===== src/rtl/rx_align_pkg.sv =====
// Shared frame-alignment definitions: FSM states, offset-width helper and the
// default frame constants also used by the TX frame builder.
package rx_align_pkg;

  typedef enum logic [1:0] {
    HUNT   = 2'd0,
    VERIFY = 2'd1,
    LOCKED = 2'd2
  } align_state_e;

  localparam logic [7:0] DEF_HEADER      = 8'h5C;
  localparam int         DEF_FRAME_WORDS = 4;

  function automatic int clog2(input int value);
    int width;
    width = 0;
    while ((1 << width) < value) width++;
    return width;
  endfunction

endpackage


===== src/rtl/hdr_search.sv =====
// Parallel header compare at every bit offset of the alignment window, with a
// lowest-offset priority encoder.
module hdr_search
  import rx_align_pkg::*;
#(
  parameter int               WORDWIDTH = 32,
  parameter int               HDR_W     = 8,
  parameter logic [HDR_W-1:0] HEADER    = HDR_W'(DEF_HEADER)
) (
  input  logic [WORDWIDTH+HDR_W-2:0]    win_i,
  output logic [WORDWIDTH-1:0]          match_o,
  output logic [clog2(WORDWIDTH)-1:0]   idx_o,
  output logic                          found_o
);

  localparam int OFFW = clog2(WORDWIDTH);

  always_comb begin
    match_o = '0;
    for (int k = 0; k < WORDWIDTH; k++) begin
      match_o[k] = (win_i[k +: HDR_W] == HEADER);
    end
  end

  // Scan downwards so the lowest matching offset is the last one written.
  always_comb begin
    idx_o   = '0;
    found_o = 1'b0;
    for (int k = WORDWIDTH - 1; k >= 0; k--) begin
      if (match_o[k]) begin
        idx_o   = OFFW'(k);
        found_o = 1'b1;
      end
    end
  end

endmodule


===== src/rtl/rx_frame_aligner.sv =====
// Frame/bit aligner behind the Descrambler: hunts for the periodic header,
// verifies and locks. Optional counters via RX_FRAME_ALIGNER_STATS_EN.
module rx_frame_aligner
  import rx_align_pkg::*;
#(
  parameter int               WORDWIDTH   = 32,
  parameter int               HDR_W       = 8,
  parameter logic [HDR_W-1:0] HEADER      = HDR_W'(DEF_HEADER),
  parameter int               FRAME_WORDS = DEF_FRAME_WORDS,
  parameter int               LOCK_CNT    = 4,
  parameter int               UNLOCK_CNT  = 3
) (
  input  logic                          clk,
  input  logic                          reset,
  input  logic [WORDWIDTH-1:0]          din,
  input  logic                          din_valid,
  input  logic                          bypass,
  output logic [WORDWIDTH-1:0]          dout,
  output logic                          dout_valid,
  output logic                          frame_start,
  output logic                          locked,
`ifdef RX_FRAME_ALIGNER_STATS_EN
  output logic [15:0]                   bad_hdr_cnt,
  output logic [15:0]                   lock_loss_cnt,
`endif
  output logic [clog2(WORDWIDTH)-1:0]   offset
);

  localparam int OFFW = clog2(WORDWIDTH);

  align_state_e           state_q, state_d;
  logic [WORDWIDTH-1:0]   prev_q;
  logic [OFFW-1:0]        offset_q, offset_d;
  logic [7:0]             word_cnt_q, word_cnt_d;
  logic [3:0]             good_cnt_q, good_cnt_d, bad_cnt_q, bad_cnt_d;
  logic                   locked_q, locked_d;
  logic                   frame_start_q, frame_start_d;
  logic [WORDWIDTH-1:0]   dout_q, dout_d;
  logic                   dout_valid_q;

  logic [2*WORDWIDTH-1:0] win;
  logic [WORDWIDTH-1:0]   match;
  logic [OFFW-1:0]        hit_idx;
  logic                   hit_found;
  logic                   slot, hdr_ok, unlock;
  logic [3:0]             good_inc, bad_inc;

  assign win = {din, prev_q};

  hdr_search #(
    .WORDWIDTH (WORDWIDTH),
    .HDR_W     (HDR_W),
    .HEADER    (HEADER)
  ) u_hdr_search (
    .win_i   (win[WORDWIDTH+HDR_W-2:0]),
    .match_o (match),
    .idx_o   (hit_idx),
    .found_o (hit_found)
  );

  assign slot     = (word_cnt_q == 8'(FRAME_WORDS - 1));
  assign hdr_ok   = match[offset_q];
  assign good_inc = (good_cnt_q == 4'hF) ? 4'hF : good_cnt_q + 4'd1;
  assign bad_inc  = (bad_cnt_q == 4'hF) ? 4'hF : bad_cnt_q + 4'd1;
  assign unlock   = (bad_inc >= 4'(UNLOCK_CNT));

  always_comb begin
    // NOTE: every next-state signal gets a default first so no path infers a latch.
    state_d       = state_q;
    offset_d      = offset_q;
    word_cnt_d    = word_cnt_q;
    good_cnt_d    = good_cnt_q;
    bad_cnt_d     = bad_cnt_q;
    locked_d      = locked_q;
    frame_start_d = 1'b0;
    dout_d        = dout_q;
    if (bypass) begin
      state_d    = HUNT;
      offset_d   = '0;
      word_cnt_d = '0;
      good_cnt_d = '0;
      bad_cnt_d  = '0;
      locked_d   = 1'b0;
      if (din_valid) dout_d = din;
    end else if (din_valid) begin
      dout_d = win[offset_q +: WORDWIDTH];
      case (state_q)
        HUNT: begin
          if (hit_found) begin
            offset_d   = hit_idx;
            word_cnt_d = '0;
            good_cnt_d = 4'd1;
            state_d    = VERIFY;
          end
        end
        VERIFY: begin
          word_cnt_d = slot ? 8'd0 : word_cnt_q + 8'd1;
          if (slot && hdr_ok) begin
            good_cnt_d = good_inc;
            if (good_inc >= 4'(LOCK_CNT)) begin
              state_d  = LOCKED;
              locked_d = 1'b1;
            end
          end else if (slot) begin
            state_d    = HUNT;
            good_cnt_d = '0;
            word_cnt_d = '0;
          end
        end
        LOCKED: begin
          word_cnt_d = slot ? 8'd0 : word_cnt_q + 8'd1;
          if (slot && hdr_ok) begin
            bad_cnt_d     = '0;
            frame_start_d = 1'b1;
          end else if (slot && unlock) begin
            state_d    = HUNT;
            locked_d   = 1'b0;
            good_cnt_d = '0;
            bad_cnt_d  = '0;
            word_cnt_d = '0;
          end else if (slot) begin
            bad_cnt_d     = bad_inc;
            frame_start_d = 1'b1;
          end
        end
        default: state_d = HUNT;
      endcase
    end
  end

  always_ff @(posedge clk) begin
    // NOTE: registered state uses non-blocking assignments so every flop samples pre-edge values.
    if (reset) begin
      state_q       <= HUNT;
      prev_q        <= '0;
      offset_q      <= '0;
      word_cnt_q    <= '0;
      good_cnt_q    <= '0;
      bad_cnt_q     <= '0;
      locked_q      <= 1'b0;
      frame_start_q <= 1'b0;
      dout_q        <= '0;
      dout_valid_q  <= 1'b0;
    end else begin
      state_q       <= state_d;
      offset_q      <= offset_d;
      word_cnt_q    <= word_cnt_d;
      good_cnt_q    <= good_cnt_d;
      bad_cnt_q     <= bad_cnt_d;
      locked_q      <= locked_d;
      frame_start_q <= frame_start_d;
      dout_q        <= dout_d;
      dout_valid_q  <= din_valid;
      if (din_valid) prev_q <= din;
    end
  end

`ifdef RX_FRAME_ALIGNER_STATS_EN
  logic [15:0] bad_hdr_cnt_q, lock_loss_cnt_q;
  logic        bad_evt, loss_evt;

  assign bad_evt  = !bypass && din_valid && (state_q == LOCKED) && slot && !hdr_ok;
  assign loss_evt = bad_evt && unlock;

  always_ff @(posedge clk) begin
    if (reset) begin
      bad_hdr_cnt_q   <= '0;
      lock_loss_cnt_q <= '0;
    end else begin
      if (bad_evt && (bad_hdr_cnt_q != 16'hFFFF)) bad_hdr_cnt_q <= bad_hdr_cnt_q + 16'd1;
      if (loss_evt && (lock_loss_cnt_q != 16'hFFFF)) lock_loss_cnt_q <= lock_loss_cnt_q + 16'd1;
    end
  end

  assign bad_hdr_cnt   = bad_hdr_cnt_q;
  assign lock_loss_cnt = lock_loss_cnt_q;
`endif

  assign dout        = dout_q;
  assign dout_valid  = dout_valid_q;
  assign frame_start = frame_start_q;
  assign locked      = locked_q;
  assign offset      = offset_q;

endmodule


===== config.mk =====
export PLATFORM = sky130hd
export DESIGN_NAME = rx_frame_aligner
export DESIGN_NICKNAME = d
export VERILOG_FILES = /design/src/rtl/rx_align_pkg.sv /design/src/rtl/hdr_search.sv /design/src/rtl/rx_frame_aligner.sv
export SDC_FILE = /design/constraint.sdc
export NUM_CORES = 1
export LEC_CHECK = 0
export ABC_AREA = 1
export ABC_CLOCK_PERIOD_IN_PS = 7470
export BUFFER_PORTS_ARGS = -buffer_cell sky130_fd_sc_hd__buf_4
export CAP_MARGIN = 20
export CORE_ASPECT_RATIO = 1.75
export CORE_MARGIN = 10
export CORE_UTILIZATION = 57
export CTS_CLUSTER_SIZE = 10
export DETAILED_ROUTE_END_ITERATION = 10
export PLACE_DENSITY = 0.73
export SYNTH_ARGS = -nofsm -noshare
export SYNTH_HDL_FRONTEND = slang
export SYNTH_SLANG_ARGS = --single-unit
export TNS_END_PERCENT = 100

===== constraint.sdc =====
create_clock -name clk -period 7.47 [get_ports clk]
set_clock_uncertainty 0.1 [all_clocks]
set_input_delay 0 -clock clk [delete_from_list [all_inputs] [get_ports clk]]
set_output_delay 0 -clock clk [all_outputs]
set_load 0.01 [all_outputs]

==> out/metrics.yaml, run 1 <==
global_routing:
  overflow: 0
  grt_pass1_wl_mm: 44.8
  grtUsageTotal: 0.297
  antenna_found_initial: 0
  grt_pass1_vias: 8546
  grt_max_degree: 86
final_layout:
  final_cells: 1497
  fillers: 1263
  area_growth_pct: 15.6
  drive_gt1_frac: 0.107
  seq_area_mm2: 0.00181
  antenna_cells: 0
  multiInputGateArea_mm2: 0.00507
  nets: 1361
logic_synthesis:
  async_reset_ff_frac: 0
  synth_ff_type: "dfxtp_1"
  ys_types: 48
  seq_area_frac_synth: 0.232
  avgSynthCellArea_um2: 6.13
  syn_inst: 1265
  synth_edf_count: 0
  synth_area_mm2: 0.00776
  ys_warn_count: 0
  syn_nets: 1308
  synth_seq_cells: 90
min_path:
  min_to: "prev_q[0]"
  worstHoldPathCells: 3
  hold_class: "in2reg"
  min_from: "din[0]"
flow_run:
  maxCapViolations: 0
worst_setup_path:
  slowest_stage: "dfxtp_1"
  cpMostUsedCell: "nand3_1"
  crit_arrival_ns: 4.13
  worst_path_largest_cell_delay_ns: 0.97
  reg2reg_from: "offset[1]"
  crit_path_start_kind: "flip-flop"
  critPathKind: "reg2reg"
  cp_top_family: "buffers and inverters"
  cp.required_ns: 7.61
  r2r_slack_ns: 3.48
  crit_buf_inv: 4
  cp_max_fo: 36
  r2r_end: "dout[13]"
  rr_worst_depth: 11
  path_cells: "inv_2 > buf_4 > mux2i_1 > inv_1 > o21ai_0 > nand2_1 > nand3_1 > nand3_1 > o211ai_1 > a21oi_1 > dlygate4sd3_1"
  end_kind: "flip-flop"
power:
  powerDensity_mw_per_mm2: 142
  ir_worst_vdd_mv: 0.112
  leakagePower_nw: 4.26
floorplan:
  io_pins: 76
  core_region_area_mm2: 0.0134
  fp.dieW_um: 108
  fp.dieH_um: 174
  dieArea_mm2: 0.0189
  initial_core_util: 0.580
  rows: 56
placed_design:
  gp_congestion: 0.964
  placement.io_buffers: 75
  dpl.hpwl_mm: 21.3
  placed_cells: 1444
clock_network:
  cts_resized: 0
  postCtsHoldBufs: 36
  htreeDepth: 3
  clock-root-buffer: "clkbuf_16"
  cts_tree: "built"
  cts_setup_buffers: 0
  clk_latency_ns: 0.36
  cts_sinks: 90
  clkTransAtPathRegs_ns: 0.07
  numCtsBuffers: 9
  cts_buffer_depth: 2
timing:
  maxSlewViolCount: 0
  setup_violations: 0
  finalHoldViolCount: 0
  fin_crit_sh: 0.534
  max_slew.worst_pin.slew_ns: 0.988
  max_freq_mhz: 251
  rsz0062_at_grt: "no"
  period_minus_slack_ns: 3.99
  slew_headroom: 0.340
  tns_ns: 0
route:
  wl_met1_mm: 10.5
  first_pass_iters: 6
  drt_iter0_drc: 899
  drc: 0
  ant_nets: 0
  wl_met2_mm: 13.7
  wl_mm: 28.4
  routed.top_layer: "met4"
  via_per_inst: 6.08
  met3_length_mm: 2.06
  wl_per_cell_um: 19.0
  vias: 9105
outcome:
  outcome: "finished, final reports clean"
-- worst min-delay path: stages --
cell	delay (ns)
buf_4	0.11
inv_1	0.17
a21oi_1	0.18
-- registers in the layout, indices dropped and copies added, names as in the netlist --
signal and count:
frame_start 1, locked 1, state_q 2, bad_cnt_q 4, dout_valid 1, prev_q 32, word_cnt_q 8, offset 5
dout 32, good_cnt_q 4
-- cell usage after synthesis, drive strengths merged (2+ instances only) --
| library cell | n | area (um2) |
|---|---|---|
| nand4 | 18 | 119 |
| nor4 | 10 | 109 |
| mux2i | 74 | 741 |
| nand2 | 271 | 1030 |
| o21ai | 210 | 1050 |
| clkinv | 2 | 7.51 |
| o221ai | 9 | 78.8 |
| a211oi | 10 | 95.1 |
| inv | 146 | 548 |
| nor3 | 18 | 105 |
| buf | 29 | 135 |
| a311oi | 2 | 17.5 |
| o31ai | 4 | 30.0 |
| nand3 | 35 | 175 |
| dfxtp | 90 | 1800 |
| clkbuf | 51 | 191 |
| o22ai | 4 | 25.0 |
| o311ai | 6 | 52.6 |
| ha | 7 | 87.6 |
| a21oi | 121 | 606 |
| nor3b | 6 | 50.1 |
| and3 | 2 | 12.5 |
| o21a | 2 | 15.0 |
| a31oi | 3 | 18.8 |
| or2 | 7 | 43.8 |
| o211ai | 23 | 178 |
| nor2 | 100 | 383 |
-- routing by layer --
metal | up-vias | global-route usage
met5 | - | 0
li1 | 4394 | -
met1 | 4109 | 0.336
met4 | 0 | 0.206
met2 | 464 | 0.495
met3 | 138 | 0.0426
-- metrics by stage --
step | total power (W) | hold WS [ns] | area, um2 | setup WS, ns | utilization
final | 0.00128 | 0.0667 | 8960 | 3.48 | 0.670
after global routing | 0.00133 | 0.0566 | 8960 | 3.28 | 0.670
after CTS | 0.00127 | 0.00375 | 8950 | 3.65 | 0.669
after detailed placement | 0.000785 | 0.199 | 8290 | 3.69 | 0.619
after global placement | 0.000783 | 0.204 | 8290 | 3.75 | 0.619
after floorplan | 0.000683 | 0.0474 | 7760 | 5.13 | -
-- kinds of logic after synthesis --
group                      after synthesis  synth area share
AOI/OAI and AO/OA                      399             0.286
and+or+nand+nor                        467             0.262
DFF                                     90             0.232
buffers and inverters                  228             0.114
muxes                                   74            0.0955
adders and majority gates                7            0.0113
-- placed cells by master (no fill, tap or decap), drive strengths merged, types with 23 or more instances in the layout --
cell type	synthesis	layout
nand2	271	271
o21ai	210	210
inv	146	146
a21oi	121	121
nor2	100	100
dfxtp	90	90
buf	29	85
mux2i	74	74
dlygate4sd3	0	37
nand3	35	35
o211ai	23	23
-- layout make-up --
class | instances | share of cell area
inverter | 148 | 0.0620
sequential | 90 | 0.201
multi-input combinational | 947 | 0.566
tap | 174 | 0.0243
clock buffer | 10 | 0.0267
timing repair buffer | 122 | 0.113
clock inverter | 6 | 0.00726
-- report_power, final --
group          total (W)  internal, W  leakage [nW]  switching (W)
logic           0.000266    0.0000962          3.37       0.000170
registers       0.000531     0.000504         0.740      0.0000273
clock network   0.000479     0.000269         0.149       0.000210
-- worst max-delay path by stage --
stage	start	endpoint	slack [ns]	depth (start not counted)
floorplan	word_cnt_q[0]	good_cnt_q[2]	5.13	10
global placement	offset[1]	good_cnt_q[3]	3.75	12
detailed placement	offset[1]	good_cnt_q[1]	3.69	12
CTS	offset[1]	dout[13]	3.65	11
global route	offset[1]	dout[13]	3.28	11
finish	offset[1]	dout[13]	3.48	11
Note: power is estimated with default switching activity, not from simulation.
==> run 2: changes to the inputs <==
Settings changed: ABC_CLOCK_PERIOD_IN_PS 7470 to 3600, CORE_UTILIZATION 57 to 55, PLACE_DENSITY 0.73 to 0.74.
Clock period 7.47 ns to 3.6 ns, I/O delays scaled along.
==> run 2 against run 1 <==
  * Maximum frequency grew 39%
  * Sequential share of layout area about the same
  * Cell count up 0.20%
  * Combinational power grew 110%
  * Design area is 0.13% higher
  * Sequential cell count stayed put
  * Wire length increased by 1.9%
  * Total power is 110% higher
  * Count of clock-buffer cells in the layout up 1
  * Critical path type unchanged
  * Die area up 3.1%
==> out/metrics.yaml, run 2 (synthesis gave the netlist of run 1 again) <==
final_layout:
  layout_commonest_cell: "nand2_1"
  fillers: 1396
  seq_area_mm2: 0.00181
  final_cell_mix: "nand2_1, o21ai_0, inv_1"
  drive_gt1_frac: 0.110
  multiInputGateArea_mm2: 0.00507
  nets: 1360
  final_util: 0.649
  area_growth_pct: 15.7
clock_network:
  postCtsHoldBufs: 33
  clock-root-buffer: "clkbuf_16"
  htreeDepth: 3
  clk_latency_ns: 0.35
  clkTransAtPathRegs_ns: 0.06
  numCtsBuffers: 9
  cts_sinks: 90
  cts_buffer_depth: 2
  cts_resized: 0
  cts_tree: "built"
  cts_setup_buffers: 0
outcome:
  outcome: "finished, final reports clean"
worst_setup_path:
  end_kind: "flip-flop"
  cp_top_family: "compound AO/OA/AOI/OAI gates"
  cp_max_fo: 135
  crit_path_start_kind: "flip-flop"
  crit_buf_inv: 1
  worst_path_largest_cell_delay_ns: 0.46
  cpMostUsedCell: "o21ai_0"
  slowest_stage: "o21ai_0"
  crit_arrival_ns: 2.98
  critPathKind: "reg2reg"
  cp.required_ns: 3.72
  path_cells: "buf_12 > o21ai_0 > mux2i_1 > mux2i_1 > o21ai_0 > o22ai_1 > o21ai_0 > a21oi_1"
global_routing:
  met1_usage: 0.330
  grtUsageMet2: 0.517
  top_usage_layer: "met2"
  antenna_found_initial: 1
  grt_use_met3: 0.0456
  overflow: 0
  grtUsageTotal: 0.298
  grt_max_degree: 136
  grt_pass1_wl_mm: 45.6
  grt_pass1_vias: 8748
floorplan:
  fp.dieH_um: 177
  initial_core_util: 0.561
  rows: 57
  dieArea_mm2: 0.0194
  fp.dieW_um: 110
  core_region_area_mm2: 0.0138
  io_pins: 76
timing:
  max_freq_mhz: 349
  fin_crit_sh: 0.795
  period_minus_slack_ns: 2.86
  tns_ns: 0
  rsz0062_at_grt: "no"
  hold_slack_ns: 0.0504
  maxSlewViolCount: 0
  finalHoldViolCount: 0
  slew_headroom: 0.386
  max_slew.worst_pin.slew_ns: 0.921
  setup_violations: 0
power:
  combPwrFrac: 0.208
  pwr-share-seq: 0.413
  powerDensity_mw_per_mm2: 296
  leakagePower_nw: 4.26
  pwr-share-clk: 0.379
  ir_worst_vdd_mv: 0.248
  p_switching_w: 0.000838
  p_int_w: 0.00182
  sw_frac_of_total: 0.315
placed_design:
  dpl.hpwl_mm: 21.5
  placement.io_buffers: 75
  gp_congestion: 1.04
route:
  drc: 0
  wl_per_cell_um: 19.3
  via_per_inst: 6.03
  ant_nets: 0
  first_pass_iters: 7
  drt_iter0_drc: 890
  wl_mm: 28.9
  vias: 9052
flow_run:
  maxCapViolations: 0
min_path:
  hold_class: "in2reg"
==> run 2: per-layer routing <==
layer  vias to the layer above  share of wire
met3                       119          0.072
met2                       433           0.50
met1                      4113           0.37
li1                       4387              -
met4                         0          0.064
met5                         -              0
==> run 2: power groups by stage <==
| stage | Sequential, W | Combinational, W | Clock (W) |
|---|---|---|---|
| after floorplan | 0.00112 | 0.000301 | 0 |
| after global placement | 0.00112 | 0.000506 | 0 |
| after detailed placement | 0.00112 | 0.000508 | 0 |
| after CTS | 0.00110 | 0.000539 | 0.00102 |
| after global routing | 0.00110 | 0.000605 | 0.00105 |
| final | 0.00110 | 0.000554 | 0.00101 |
==> run 2: through the flow <==
step                      total power [W]  std cells  worst slack [ns]  cell area [um2]
after detailed placement          0.00163       1450             0.851             8330
after floorplan                   0.00142       1265              1.26             7760
final                             0.00266       1500             0.737             8970
after CTS                         0.00265       1499             0.812             8970
after global routing              0.00276       1500             0.547             8970
after global placement            0.00162       1450             0.915             8330
==> run 2: area by class of cell <==
| class | count | area share |
|---|---|---|
| Antenna cell | 1 | 0.000279 |
| Clock buffer | 11 | 0.0282 |
| Clock inverter | 5 | 0.00683 |
| Inverter | 148 | 0.0619 |
| Multi-Input combinational cell | 947 | 0.565 |
| Sequential cell | 90 | 0.201 |
| Tap cell | 177 | 0.0247 |
| Timing Repair Buffer | 121 | 0.112 |
==> run 2: worst reg2reg max path, stage by stage (launching register included) <==
cell     delay [ns]
dfxtp_4        0.36
buf_12         0.32
o21ai_0        0.52
mux2i_1        0.33
mux2i_1        0.19
o21ai_0        0.46
o22ai_1        0.14
o21ai_0        0.22
a21oi_1        0.09
==> run 2: final timing paths <==
| kind | start | end | slack, ns | depth (start not counted) |
|---|---|---|---|---|
| max | offset[0] | dout[16] | 0.74 | 8 |
| min | din[0] | prev_q[0] | 0.05 | 3 |
| max reg2reg | offset[0] | dout[16] | 0.74 | 8 |
| min reg2reg | bad_cnt_q[3] | bad_cnt_q[3] | 0.37 | 2 |
